<file path="src/rtl/imem_loader_pkg.sv">
// Shared types and frame-format constants for the boot-time instruction loader.
package imem_loader_pkg;

  typedef enum logic [2:0] {
    IDLE,
    LEN_LO,
    LEN_HI,
    DATA,
    CSUM,
    DONE,
    ERROR
  } state_t;

  localparam logic [7:0] SYNC_DEFAULT = 8'hA5;
  localparam int         LEN_W        = 16;
  localparam int         CSUM_W       = 8;
  localparam int         WORD_W       = 32;

  // Frame length limit in words, one bit wider than LEN so any LEN compares cleanly.
  function automatic logic [LEN_W:0] max_words(input int rom_size);
    return (LEN_W+1)'(rom_size / 4);
  endfunction

endpackage

</file>
<file path="src/rtl/loader_word_pack.sv">
// Packs accepted bytes little-endian into 32-bit words; byte 0 ends up in [7:0].
module loader_word_pack
  import imem_loader_pkg::*;
(
  input  logic              clk,
  input  logic              rst,
  input  logic              clr,
  input  logic              shift,
  input  logic [7:0]        byte_in,
  output logic [WORD_W-1:0] word_next,
  output logic              last_byte
);

  logic [WORD_W-1:0] word_q;
  logic [1:0]        cnt_q;

  // Shifting right means the first byte lands in the low lane after four shifts.
  assign word_next = {byte_in, word_q[WORD_W-1:8]};
  assign last_byte = (cnt_q == 2'd3);

  always_ff @(posedge clk) begin
    if (!rst || clr) begin
      word_q <= '0;
      cnt_q  <= '0;
    end else if (shift) begin
      word_q <= word_next;
      cnt_q  <= cnt_q + 2'd1;
    end
  end

endmodule

</file>
<file path="src/rtl/imem_loader.sv">
// Framed byte-stream loader: writes packed words to instruction memory and holds
// the core in reset until a full frame with a matching checksum has landed.
module imem_loader
  import imem_loader_pkg::*;
#(
  parameter int         ROM_SIZE = 512,
  parameter logic [7:0] SYNC     = SYNC_DEFAULT
) (
  input  logic              clk,
  input  logic              rst,
  input  logic [7:0]        in_data,
  input  logic              in_valid,
  output logic              in_ready,
  output logic              mem_we,
  output logic [WORD_W-1:0] mem_addr,
  output logic [WORD_W-1:0] mem_wdata,
  output logic              core_rst_n,
  output logic              done,
  output logic              error
);

  localparam logic [LEN_W:0] MAX_WORDS = max_words(ROM_SIZE);

  state_t              state_q, state_n;
  logic [7:0]          len_lo_q;
  logic [LEN_W-1:0]    len_q;
  logic [LEN_W-1:0]    word_cnt_q;
  logic [CSUM_W-1:0]   sum_q;
  logic [LEN_W-1:0]    len_in;
  logic [LEN_W:0]      words_after;
  logic                acc, restart, shift, write, last_byte;
  logic [WORD_W-1:0]   word_next;

  assign acc         = in_valid & in_ready;
  assign len_in      = {in_data, len_lo_q};
  assign words_after = (LEN_W+1)'(word_cnt_q) + 1'b1;
  assign write       = shift & last_byte;

  loader_word_pack u_pack (
    .clk       (clk),
    .rst       (rst),
    .clr       (restart),
    .shift     (shift),
    .byte_in   (in_data),
    .word_next (word_next),
    .last_byte (last_byte)
  );

  always_ff @(posedge clk) begin
    if (!rst) state_q <= IDLE;
    else      state_q <= state_n;
  end

  always_comb begin
    state_n = state_q;
    restart = 1'b0;
    shift   = 1'b0;
    if (acc) begin
      case (state_q)
        IDLE, DONE, ERROR: begin
          if (in_data == SYNC) begin
            state_n = LEN_LO;
            restart = 1'b1;
          end
        end
        LEN_LO: state_n = LEN_HI;
        LEN_HI: begin
          if ({1'b0, len_in} > MAX_WORDS) state_n = ERROR;
          else if (len_in == '0)          state_n = CSUM;
          else                            state_n = DATA;
        end
        DATA: begin
          shift = 1'b1;
          // Leave DATA on the byte that completes word LEN-1.
          if (last_byte && (words_after == {1'b0, len_q})) state_n = CSUM;
        end
        CSUM:    state_n = (in_data == sum_q) ? DONE : ERROR;
        default: state_n = IDLE;
      endcase
    end
  end

  always_ff @(posedge clk) begin
    if (!rst) begin
      len_lo_q   <= '0;
      len_q      <= '0;
      word_cnt_q <= '0;
      sum_q      <= '0;
      in_ready   <= 1'b0;
      mem_we     <= 1'b0;
      mem_addr   <= '0;
      mem_wdata  <= '0;
      core_rst_n <= 1'b0;
      done       <= 1'b0;
      error      <= 1'b0;
    end else begin
      in_ready   <= 1'b1;
      mem_we     <= write;
      core_rst_n <= (state_n == DONE);
      done       <= (state_n == DONE);
      error      <= (state_n == ERROR);
      if (acc && state_q == LEN_LO) len_lo_q <= in_data;
      if (acc && state_q == LEN_HI) len_q    <= len_in;
      if (restart) begin
        word_cnt_q <= '0;
        sum_q      <= '0;
      end else if (shift) begin
        sum_q <= sum_q + in_data;
        if (write) word_cnt_q <= word_cnt_q + 1'b1;
      end
      if (write) begin
        mem_addr  <= WORD_W'(word_cnt_q) << 2;
        mem_wdata <= word_next;
      end
    end
  end

endmodule

</file>
<file path="config.mk">
export PLATFORM = sky130hd
export DESIGN_NAME = imem_loader
export DESIGN_NICKNAME = d
export VERILOG_FILES = /design/src/rtl/imem_loader_pkg.sv /design/src/rtl/loader_word_pack.sv /design/src/rtl/imem_loader.sv
export SDC_FILE = /design/constraint.sdc
export NUM_CORES = 1
export LEC_CHECK = 0
export BUFFER_PORTS_ARGS = -buffer_cell sky130_fd_sc_hd__buf_2
export CAP_MARGIN = 10
export CORE_MARGIN = 5
export CORE_UTILIZATION = 55
export DETAILED_ROUTE_END_ITERATION = 6
export PLACE_DENSITY = 0.78
export SYNTH_ARGS = -nofsm -noshare
export SYNTH_HDL_FRONTEND = slang
export SYNTH_SLANG_ARGS = --single-unit
</file>
<file path="constraint.sdc">
create_clock -name clk -period 6.5 [get_ports clk]
set_input_delay 0.325 -clock clk [delete_from_list [all_inputs] [get_ports clk]]
set_output_delay 0.325 -clock clk [all_outputs]
set_load 0.01 [all_outputs]
</file>
==> flow_summary.toml, run 1 <==
[worst_setup_path]
rrSetupSlack_ps = 3380
endpoint_kind = "flip-flop"
arrival_ps = 3510
cp_slowest_stage_delay_ps = 650
crit_path_start_kind = "flip-flop"
crit_type = "flip-flop to flip-flop"
cp_max_fo = 57
worst_ep_required_time_ps = 6890
crit_path_frequent_cell = "nor2_1"
cp_slowest_cell = "nand2_2"
worstPathCellList = "nor2b_2 > and2_1 > and3_1 > buf_4 > nand2_2 > nor2_1 > nand4_1 > xnor2_1 > nor2_1"

[sta]
grt_setup_unrepaired = "no"
setup_tns_ps = 0
worst_hold_slack_ps = 124.1
slew_headroom_pct = 32.15
fmax_mhz = 320.9
min_period_over_period_pct = 47.94
setup_viol = 0
slew_violations = 0
tightest_slew_ps = 1014
min_period_ps = 3116
hold_violations = 0
skew_ps = 5.781

[clocking]
clock_sinks = 129
h-tree-depth = 4
clk_pin_slew_ps = 60
cts.path.max_buffers = 2
cts_tree = "built"
clock_latency_ps = 520
root_buffer = "clkbuf_8"
cts_buffers = 17

[synth]
muxShareOfSynthArea_pct = 4.485
synth_area_leaders = "dfxtp_1, nand2_1, a21oi_1"
synthTopCellsByCount = "nand2_1, dfxtp_1, a21oi_1"
ys_seq_elements = 129
yosysMostFrequentCell = "nand2_1"
netlist-cell-type-count = 59
synth_edf_count = 0
synth_area_mm2 = 0.005803
synth-simple-area-share_pct = 23.50
synthAdderAreaFrac_pct = 2.285
avgSynthCellArea_um2 = 8.243
synth_top_area_cell = "dfxtp_1"
ys.flop_type = "dfxtp_1"
netlist.area_leader.share_pct = 44.50
synthArstFlopShare_pct = 0
yosys_warnings = 0
synth_compound_area_share_pct = 12.76
netlist_instances = 704
synth_top_family_by_area = "simple AND/OR/NAND/NOR gates"
seq_area_frac_synth_pct = 44.50
synth_xor_area_share_pct = 5.282

[route]
dr_total_vias = 4824
via_per_inst = 5.426
drc_errors = 0
drt_first_pass_iters = 5
wl_mm = 12.87
drt_iter0_drc = 369
drtAntennaViolNets = 0
wire_per_inst_um = 14.47

[cells_and_area]
num-fill-cells = 863
area_growth_pct = 14.42
design_area_mm2 = 0.006640
nNetsFinal = 761
diodes = 0
drive_gt1_share_pct = 15.54

[global_routing]
grt_pass1_vias = 4556
grt_pass1_wl_mm = 22.05
grt_usage_pct = 20.82
grt_max_degree = 76
antenna_found_initial = 0
gr-total-overflow = 0

[floorplanning]
die_height_um = 112.7
dieWidth_um = 112.7
start_util_pct = 56.21
core_area_mm2 = 0.01032
core.rowCount = 37
ios = 80
die-area_mm2 = 0.01271

[power]
vdd_drop_max_v = 0.0001429
power_density_mw_per_mm2 = 267.9
power.leakage_nw = 2.506

[placement]
io_buffers = 63
hpwl_mm = 8.653
place_congestion = 0.9108
dpl_cell_area_mm2 = 0.006013

[run]
maxCapViolations = 0

[worst_hold_path]
min_path_type = "input pin to flip-flop"

[outcome]
status = "finished clean"
-- sequential cells by signal, summed over array words and instances (netlist names) --
| name | flops |
|---|---|
| sum_q | 8 |
| mem_we | 1 |
| error | 1 |
| u_pack.cnt_q | 2 |
| len_q | 16 |
| done | 1 |
| u_pack.word_q | 24 |
| len_lo_q | 8 |
| mem_addr | 16 |
| word_cnt_q | 16 |
| in_ready | 1 |
| mem_wdata | 32 |
| state_q | 3 |
-- layer usage --
| layer | routed length, µm | track usage [%] | vias to the layer above | share of wire [%] |
|---|---|---|---|---|
| met1 | 5785 | 27.28 | 2230 | 45 |
| met3 | 855 | 5.241 | 23 | 6.6 |
| met4 | 204 | 7.212 | 0 | 1.6 |
| met5 | 0 | 0 | - | 0 |
| li1 | - | - | 2415 | - |
| met2 | 6022 | 33.53 | 156 | 47 |
-- logic make-up after synthesis --
family / count (synthesis)
compound gates: 132
xor+xnor: 35
fa+ha+maj: 10
buf+inv: 75
flops: 129
mux: 26
other cells: 1
simple gates: 296
-- where the power goes --
group / switching, mW / internal, mW / total (mW)
combinational: 0.0293 / 0.00909 / 0.0383
clock: 0.335 / 0.614 / 0.949
sequential: 0.000360 / 0.791 / 0.792
-- final cells by class --
class	count	area, µm²	share of cell area (%)
clock buffers	23	466.7	7.028
clock inverters	9	130.1	1.960
inverters	7	26.28	0.3957
multi-input cells	515	2882	43.40
flip-flops and latches	129	2582	38.89
well taps	136	170.2	2.563
repair buffers	70	382.9	5.766
-- cell usage in the layout, fill, tap and decap left out, types with 13 or more instances in the layout --
cell / instances
mux2i_1: 26
dfxtp_1: 129
xor2_1: 15
xnor2_1: 20
a21oi_1: 95
buf_2: 63
conb_1: 16
clkbuf_16: 16
nand2_1: 168
nor2_1: 55
nor3_1: 13
-- critical path, delay by kind of cell, from the launching register on --
kind | cells | cell delay, ps
and+or+nand+nor | 7 | 1990
DFF | 1 | 480
xor gates and xnor gates | 1 | 160
buffers and inverters | 1 | 320
-- what timing repair did --
action / CTS / global route
endpoints found under the hold margin: 1 / 0
setup buffers: 0 / 0
hold buffers: 1 / 0
resized for setup: 0 / 0
-- final timing paths --
kind | startpoint | end | cells after the start
setup / recovery | state_q[0] | word_cnt_q[14] | 9
hold / removal | in_data[1] | u_pack.word_q[25] | 3
setup reg to reg | state_q[0] | word_cnt_q[14] | 9
hold reg to reg | mem_wdata[16] | mem_wdata[16] | 2
-- through the flow --
stage | total power [mW] | utilization (%) | setup slack (ps) | cells
final | 1.779 | 64.32 | 3384 | 889
after global routing | 1.826 | 64.32 | 3046 | 889
after CTS | 1.785 | 64.13 | 3386 | 888
after detailed placement | 0.8449 | 58.25 | 3429 | 855
after global placement | 0.8438 | 58.25 | 3606 | 855
after floorplan | 0.8388 | - | 4166 | 719
Power figures use the tool's default switching activity.
==> inputs of run 2 (changes only) <==
==> constraint.sdc (replaced) <==
create_clock -name clk -period 3.18 [get_ports clk]
set_input_delay 0.159 -clock clk [delete_from_list [all_inputs] [get_ports clk]]
set_output_delay 0.159 -clock clk [all_outputs]
set_load 0.01 [all_outputs]
==> run 2 against run 1 <==
Design area up 1.2%; core utilization up 0.79 points; total power up 100%; largest cell class unchanged; worst setup slack worse by 3000 ps; sequential power up 100%; sequential share of layout area down 0.47 points.
==> flow_summary.toml, run 2 (synthesis results as in run 1) <==
[sta]
grt_setup_unrepaired = "no"
skew_ps = 6.555
min_period_over_period_pct = 87.87
worst_hold_slack_ps = 332.0
min_period_ps = 2794
slew_headroom_pct = 42.97
setup_tns_ps = 0
fmax_mhz = 357.9
hold_violations = 0
tightest_slew_ps = 854.3
slew_violations = 0
setup_viol = 0

[outcome]
status = "finished clean"

[clocking]
clock_latency_ps = 530
ctsResizeCount = 0
clock_sinks = 129
cts_tree = "built"
cts.path.max_buffers = 2
cts_buffers = 17
h-tree-depth = 4
clk_pin_slew_ps = 60
root_buffer = "clkbuf_8"

[route]
wl_mm = 13.34
wire_per_inst_um = 14.84
drt_first_pass_iters = 5
dr_total_vias = 4905
drt_iter0_drc = 398
via_per_inst = 5.456
drtAntennaViolNets = 0
drc_errors = 0

[floorplanning]
start_util_pct = 56.21
core.rowCount = 37
dieWidth_um = 112.7
core_area_mm2 = 0.01032
die-area_mm2 = 0.01271
ios = 80
die_height_um = 112.7

[power]
vdd_drop_max_v = 0.0003219
pwr-share-comb_pct = 2.3
power_density_mw_per_mm2 = 541.6
seqPwrFrac_pct = 44.4
switching_power_mw = 0.7875
internal-power_mw = 2.853
power.leakage_nw = 2.534
swShare_pct = 21.63
clkPwrFrac_pct = 53.2

[cells_and_area]
max_flop_register = "mem_wdata"
largestRegisters = "mem_wdata x32, u_pack.word_q x24"
design_area_mm2 = 0.006721
final_cell_mix = "nand2_1, dfxtp_1, a21oi_1"
num-fill-cells = 862
regArea_mm2 = 0.002582
instances_no_fill = 899
multiInputGateArea_mm2 = 0.002882
diodes = 0
layout_commonest_cell = "nand2_1"
nNetsFinal = 772
area_growth_pct = 15.83
utilization_pct = 65.11
drive_gt1_share_pct = 15.86
largest_register_ffs = 32

[worst_setup_path]
arrival_ps = 3220
worst_ep_required_time_ps = 3610
crit_path_start_kind = "flip-flop"
crit_type = "flip-flop to flip-flop"
cp_max_fo = 7
endpoint_kind = "flip-flop"

[global_routing]
grt_pass1_wl_mm = 22.55
grt_usage_pct = 21.69
gr-total-overflow = 0
antenna_found_initial = 0
grt_pass1_vias = 4618
grt_max_degree = 53

[worst_hold_path]
min_path_type = "input pin to flip-flop"

[placement]
place_congestion = 0.8741
io_buffers = 63
placed_cells = 859
dpl_cell_area_mm2 = 0.006043
hpwl_mm = 9.136

[run]
maxCapViolations = 0
## run 2: final timing paths
check	from	cells after the start	endpoint	slack (ps)
min reg2reg	mem_addr[13]	2	mem_addr[13]	450
max reg2reg	word_cnt_q[0]	9	state_q[0]	390
max	word_cnt_q[0]	9	state_q[0]	390
min	rst	2	in_ready	330
## run 2: metal layers
| layer | track usage (%) | up-vias | share of wire (%) |
|---|---|---|---|
| li1 | - | 2434 | - |
| met1 | 29.14 | 2305 | 45 |
| met2 | 34.48 | 151 | 47 |
| met3 | 5.615 | 15 | 6.2 |
| met4 | 6.490 | 0 | 1.7 |
| met5 | 0 | - | 0 |
## run 2: power groups by stage
stage          Combinational (mW)  Clock, mW  Sequential [mW]
2_1_floorplan              0.0613          0             1.65
3_3_place_gp               0.0735          0             1.65
3_5_place_dp               0.0751          0             1.65
4_1_cts                    0.0834       1.96             1.62
5_1_grt                    0.0922       2.04             1.62
6_report                   0.0852       1.94             1.62
## run 2: final cells by class
cell class | count | share of cell area (%)
Clock buffer | 19 | 6.422
Inverter | 7 | 0.3909
Timing Repair Buffer | 81 | 7.036
Multi-Input combinational cell | 515 | 42.87
Tap cell | 136 | 2.532
Sequential cell | 129 | 38.42
Clock inverter | 12 | 2.327
## run 2: metrics by stage
stage               power [mW]  setup slack, ps
detailed placement       1.728            386.8
global route             3.753            143.2
floorplan                1.715            846.4
CTS                      3.659            359.2
finish                   3.640            385.8
global placement         1.726            485.3
## run 2: timing repair
item	in CTS	in global routing
buffers inserted	0	0
endpoints found under the hold margin	19	0
hold buffers	9	0
## run 2: worst max-delay path, cell delays in order (launching register included)
cell	delay [ps]
dfxtp_1	470
ha_1	310
nand4_1	240
nor3_1	290
xnor2_1	140
o2111ai_1	130
nor4_2	410
nand2_1	140
a221o_1	380
and2_1	170
